==> src/rtl/ocx_tlx_framer_rsp_fifo_param.sv <==
// Response FIFO for the TLX framer: first-word fall-through, sticky error status.
// Optional peak-occupancy tracking is enabled with OCX_TLX_RSP_FIFO_HWM_EN.
module ocx_tlx_framer_rsp_fifo_param #(
  parameter int FIFO_ADDR_WIDTH = 3,
  parameter int REGFILE_DEPTH   = 2**FIFO_ADDR_WIDTH,
  parameter int REGFILE_WIDTH   = 59,
  parameter int AFULL_THRESH    = REGFILE_DEPTH-2
) (
  input  logic                     clock,
  input  logic                     reset,
  input  logic [REGFILE_WIDTH-1:0] data_in,
  input  logic                     wr_enable,
  input  logic                     rd_done,
  input  logic                     err_clear,
  output logic [REGFILE_WIDTH-1:0] data_out,
  output logic                     data_available,
  output logic                     full,
  output logic                     almost_full,
  output logic [FIFO_ADDR_WIDTH:0] valid_entry_count,
  output logic                     underflow_error,
  output logic                     overflow_error,
  output logic [1:0]               err_status
`ifdef OCX_TLX_RSP_FIFO_HWM_EN
  ,
  input  logic                     hwm_clear,
  output logic [FIFO_ADDR_WIDTH:0] high_water_mark
`endif
);

  localparam int CW = FIFO_ADDR_WIDTH + 1;

  logic [REGFILE_WIDTH-1:0]   regfile [REGFILE_DEPTH];
  logic [FIFO_ADDR_WIDTH-1:0] wr_ptr;
  logic [FIFO_ADDR_WIDTH-1:0] rd_ptr;
  logic [CW-1:0]              count;
  logic [CW-1:0]              count_next;
  logic                       acc_wr;
  logic                       acc_rd;

  assign data_available    = count != '0;
  assign full              = count == CW'(REGFILE_DEPTH);
  assign almost_full       = count >= CW'(AFULL_THRESH);
  assign valid_entry_count = count;
  assign data_out          = regfile[rd_ptr];

  // A full FIFO still takes a write when the head is consumed in the same cycle.
  assign acc_wr = wr_enable && (!full || rd_done);
  assign acc_rd = rd_done && data_available;

  assign underflow_error = rd_done && !data_available;
  assign overflow_error  = wr_enable && full && !rd_done;

  always_comb begin
    count_next = count;
    if (acc_wr && !acc_rd)
      count_next = count + CW'(1);
    else if (acc_rd && !acc_wr)
      count_next = count - CW'(1);
  end

  always_ff @(posedge clock) begin
    if (!reset && acc_wr)
      regfile[wr_ptr] <= data_in;
  end

  always_ff @(posedge clock) begin
    if (reset) begin
      wr_ptr     <= '0;
      rd_ptr     <= '0;
      count      <= '0;
      err_status <= 2'b00;
    end else begin
      if (acc_wr)
        wr_ptr <= wr_ptr + 1'b1;
      if (acc_rd)
        rd_ptr <= rd_ptr + 1'b1;
      count <= count_next;
      // A fresh error in the clearing cycle stays visible.
      err_status <= (err_clear ? 2'b00 : err_status)
                  | {overflow_error, underflow_error};
    end
  end

`ifdef OCX_TLX_RSP_FIFO_HWM_EN
  always_ff @(posedge clock) begin
    if (reset)
      high_water_mark <= '0;
    else if (hwm_clear)
      high_water_mark <= count_next;
    else if (count_next > high_water_mark)
      high_water_mark <= count_next;
  end
`endif

endmodule

==> config.mk <==
export PLATFORM = sky130hd
export DESIGN_NAME = ocx_tlx_framer_rsp_fifo_param
export DESIGN_NICKNAME = d
export VERILOG_FILES = /design/src/rtl/ocx_tlx_framer_rsp_fifo_param.sv
export SDC_FILE = /design/constraint.sdc
export NUM_CORES = 1
export LEC_CHECK = 0
export ABC_AREA = 1
export BUFFER_PORTS_ARGS = -buffer_cell sky130_fd_sc_hd__clkbuf_2
export CORE_AREA = 2 2 258 260
export DETAILED_ROUTE_END_ITERATION = 8
export DIE_AREA = 0 0 260 262
export HOLD_SLACK_MARGIN = 0.15
export SETUP_SLACK_MARGIN = 0.3
export SLEW_MARGIN = 30
export SYNTH_ARGS = -nofsm -noshare
export SYNTH_HDL_FRONTEND = slang
export SYNTH_SLANG_ARGS = --single-unit
==> constraint.sdc <==
create_clock -name clock -period 4.2 [get_ports clock]
set_input_delay 0.21 -clock clock [delete_from_list [all_inputs] [get_ports clock]]
set_output_delay 0.21 -clock clock [all_outputs]
set_load 0.02 [all_outputs]
### Word level (Yosys, flattened, before mapping)

Memory sizes are Yosys's and may differ from the RTL's. A register that Yosys moved wholly into a read port is not among the register bits.
Cells that the tools add are included.

* add/sub/neg operators: 4
* $lt $le $gt $ge: 1
* equal/unequal tests: 1
* muxes and demuxes: 7
* bitwise operators: 1
* reductions and logical operators: 17

Operators with widths (count)
* 1-bit logical AND: 8
* 4-bit two-way mux: 2
* 3-bit by 1-bit adder with 3-bit output (second input constant): 2
* 1-bit logical NOT: 6
* 3-bit two-way mux: 2
* 4-bit by 1-bit adder with 4-bit output (second input constant): 1
* 4-bit equality test (second input constant): 1
* 4-bit by 3-bit >= comparator with 1-bit output (second input constant): 1
* 4-bit nonzero test: 1
* 4-bit by 1-bit subtractor with 4-bit output (second input constant): 1
* 1-bit two-way mux: 2
* 2-bit two-way mux: 1
* 2-bit OR: 1
* 2-bit nonzero test: 1
* 1-bit logical OR: 1

* flip-flop bits (word level): 12
* memory bits (writable): 472
* input bits: 64
* output and inout bits: 70
* word-level logic and storage cells: 36
* memories: 1

Memories
* regfile: words 8, width 59, rd ports 1, clocked after memory_dff 1, write ports 1, line 32 `logic [REGFILE_WIDTH-1:0] regfile [REGFILE_DEPTH];`

### Longest topological paths before layout

* word-level depth: 8
* depth in mapped cells: 15

### Least setup slack after synthesis

OpenSTA, ideal clock, no wires.

* path type: register to register
* start point: reg count[0] (netlist: valid_entry_count[0])
* end point: mem regfile[0][0] (enable)
* setup time: 476 ps
* arrival: 3543 ps
* data required time: 3724 ps
* setup slack: 181 ps
* stages on the path, launching flop included: 7
* buffers on the path: 0
* period minus slack after synthesis: 4019 ps
* cell sequence: dfxtp_1 -> nor2_1 -> nand3_1 -> nand2_1 -> inv_1 -> nand2_1 -> nor2_1

* word-level cells in the longest chain between the ends: 7

RTL lines
* from (decl): line 35 `logic [CW-1:0] count;`
* from (signal assigned): line 77 `count <= count_next;`
* 4-bit equality test: line 41 `assign full = count == CW'(REGFILE_DEPTH);`
* 1-bit logical NOT: line 47 `assign acc_wr = wr_enable && (!full || rd_done);`
* 1-bit logical OR: line 47
* 1-bit logical AND: line 47
* via acc_wr: line 37 `logic acc_wr;`
* 1-bit logical AND: line 62 `if (!reset && acc_wr)`
* 1-bit two-way mux: line 62
* 1-bit two-way mux (not written as such): line 63 `regfile[wr_ptr] <= data_in;`
* to (decl): line 32

The timed path passes the listed nets, and every way through them passes these cells.

==> results.cfg <==
[clocking]
cts-htree-levels = 2
clk_pin_slew_worst_paths_ns = 0.06
numClockSinks = 487
numCtsBuffers = 49
cts_root_buf = clkbuf_16
cts_buffer_depth = 3
tritoncts = done
post-cts-setup-buffers = 0
clock_latency_ns = 0.59

[detailed_routing]
via_per_inst = 4.55
route.detailed.drc = 0
wirelength_um = 45500
vias = 12300
wl_per_cell_um = 16.8
drt_iter0_markers = 961
firstDrtPassIters = 5
postRouteAntennaNets = 0

[synth]
synth_edf_count = 472
synth.net_count = 1696
synth_area_leaders = edfxtp_1 (73%), nor2_1 (8.5%), o21ai_0 (5.6%)
ys_async_sr_fraction = 0
ys_types = 23
yosysTopAreaCellShare = 0.730
post-synth-top-count-cell = edfxtp_1
yosysWarnings = 0
synth_seq_area_share = 0.746
yosysTopAreaCell = edfxtp_1
yosys-top-cells-count = edfxtp_1 (472), nor2_1 (441), nand2_1 (258), o21ai_0 (217), o21ai_1 (83)
ys_ff_latch = 487
synthFlopType = edfxtp_1
avgSynthCellArea_um2 = 11.9
synth_cells = 1626
netlist_area_um2 = 19400

[power_and_ir_drop]
peakVddDrop_uv = 332
p_total_w = 0.0135
total_leakage_power_nw = 8.31
powerDensity_nw_per_um2 = 579

[setup_path]
start_kind = flip-flop
crit_fanout = 161
endpoint_kind = output pin
path_class = flip-flop to output pin
cp.arrival_ns = 2.79
crit_required_ns = 3.99

[floorplanning]
initial_core_util = 0.297
rows = 94
core_area_um2 = 65300
die_area_um2 = 68100
io_pins = 134
die_w_um = 260
die_height_um = 262

[timing]
drv_slew = 0
grt_setup_unrepaired = no
tightestPinTransition_ns = 0.918
max-slew-margin-rel = 0.388
fin_skew_ns = 0.0208
finalCriticalPeriod_ns = 3.00
setup_viol = 0
finalHoldViolations = 0
tns_ns = 0
fin_crit_sh = 0.713
max_freq_mhz = 334

[run_status]
outcome = finished clean

[flow_run]
maxCapViolations = 0

[min_path]
hold_class = input pin to flip-flop

[layout]
fin_nets = 1872
area_delta_synth_final_pct = 20.0
fillers = 6329
layout-drive-gt1-share = 0.130

[placement]
port_buffers = 133
hpwl_um = 23900
place_congestion = 0.761

[global_routing]
gr-usage-met3 = 0.0239
grt_first_pass_wirelength_um = 69700
grt-busiest-layer = met2
grt_use_total = 0.132
antenna_found_initial = 8
grt_max_degree = 237
use_met2 = 0.208
grt_pass1_vias = 12100
overflow = 0
met1_usage = 0.185
[timing repair]
action / 4_1_cts / 5_1_grt
gates resized for setup: 0 / 0
hold buffers: 64 / 0
hold endpoints to repair: 485 / 0
[cell usage in the layout (no fill, tap or decap), types with 2 or more instances in the layout]
cell type        n
clkbuf_2       133
nand3_1          9
nor2_1         433
o21a_1           2
buf_12           4
clkinv_2         8
o21ai_1         83
dlygate4sd3_1   64
inv_2            2
bufinv_16        8
dfxtp_1         12
diode_2          3
buf_16           2
xor2_1           2
a21oi_1          5
nand2_1        258
o21ai_0        217
dfxtp_4          3
edfxtp_1       472
clkinvlp_4       2
ha_1             5
clkinv_1        10
inv_1           18
clkbuf_1         9
buf_4            8
clkinv_4         2
nor2_4           8
buf_6            6
clkbuf_16       50
[critical path: stages, from the launching register on]
cell	delay, ns
dfxtp_4	0.38
buf_12	0.30
buf_16	0.48
nor2_1	0.11
nor2_1	0.12
o21ai_0	0.09
o21ai_0	0.11
nand2_1	0.08
nand2_1	0.17
clkbuf_2	0.19
[logic make-up (layout without fill, tap and decap cells)]
group	after synthesis	after routing	synth area share
other	0	3	0
buffers and inverters	113	329	0.0311
and+or+nand+nor	711	711	0.139
DFF	487	487	0.746
AOI/OAI and AO/OA	307	307	0.0794
adders and majority gates	6	6	0.00426
xor gates and xnor gates	2	2	0.000903
[cell type report]
| type | count | area, µm² | share of cell area |
|---|---|---|---|
| clock inverters | 32 | 387 | 0.0166 |
| multi-input cells | 1026 | 4390 | 0.189 |
| diodes | 3 | 7.51 | 0.000322 |
| well taps | 864 | 1080 | 0.0464 |
| clock buffers | 59 | 1280 | 0.0552 |
| repair buffers | 217 | 1570 | 0.0674 |
| flip-flops and latches | 487 | 14500 | 0.622 |
| inverters | 21 | 83.8 | 0.00360 |
[per-stage QoR]
step / util / instances / worst slack (ns) / hold slack (ns) / area, µm²
floorplan: - / 1626 / 0.181 / 0.279 / 19400
global placement: 0.320 / 2548 / 1.66 / 0.450 / 20900
detailed placement: 0.321 / 2550 / 1.62 / 0.465 / 20900
CTS: 0.356 / 2705 / 1.21 / 0.391 / 23200
global route: 0.357 / 2709 / 0.965 / 0.436 / 23300
finish: 0.357 / 2709 / 1.20 / 0.434 / 23300
[path summary, 6_finish.rpt]
kind,from,endpoint,slack (ns),depth (start not counted)
hold / removal,reset,flip-flop,0.43,3
setup / recovery,flip-flop,data_out[45],1.20,9
hold reg to reg,rd_ptr[2],flip-flop,0.49,2
setup reg to reg,valid_entry_count[0],regfile[4][3],1.71,8
[registers in the layout (all words and copies together), names as in the netlist, named ones only]
| signal | count |
|---|---|
| valid_entry_count | 4 |
| regfile | 472 |
| wr_ptr | 3 |
| rd_ptr | 3 |
| err_status | 2 |
[power by group]
part           total, W  switching [W]  internal (W)
clock network   0.00449        0.00180       0.00268
logic           0.00345        0.00245       0.00101
registers       0.00554      0.0000626       0.00548
total            0.0135        0.00431       0.00917
[per-layer routing]
metal / part of all wire / wire, µm / vias to the layer above
li1: - / - / 5986
met1: 0.46 / 21000 / 5916
met2: 0.46 / 20800 / 325
met3: 0.056 / 2530 / 83
met4: 0.024 / 1080 / 10
met5: 0.0013 / 58 / -
Power figures use the tool's default switching activity.
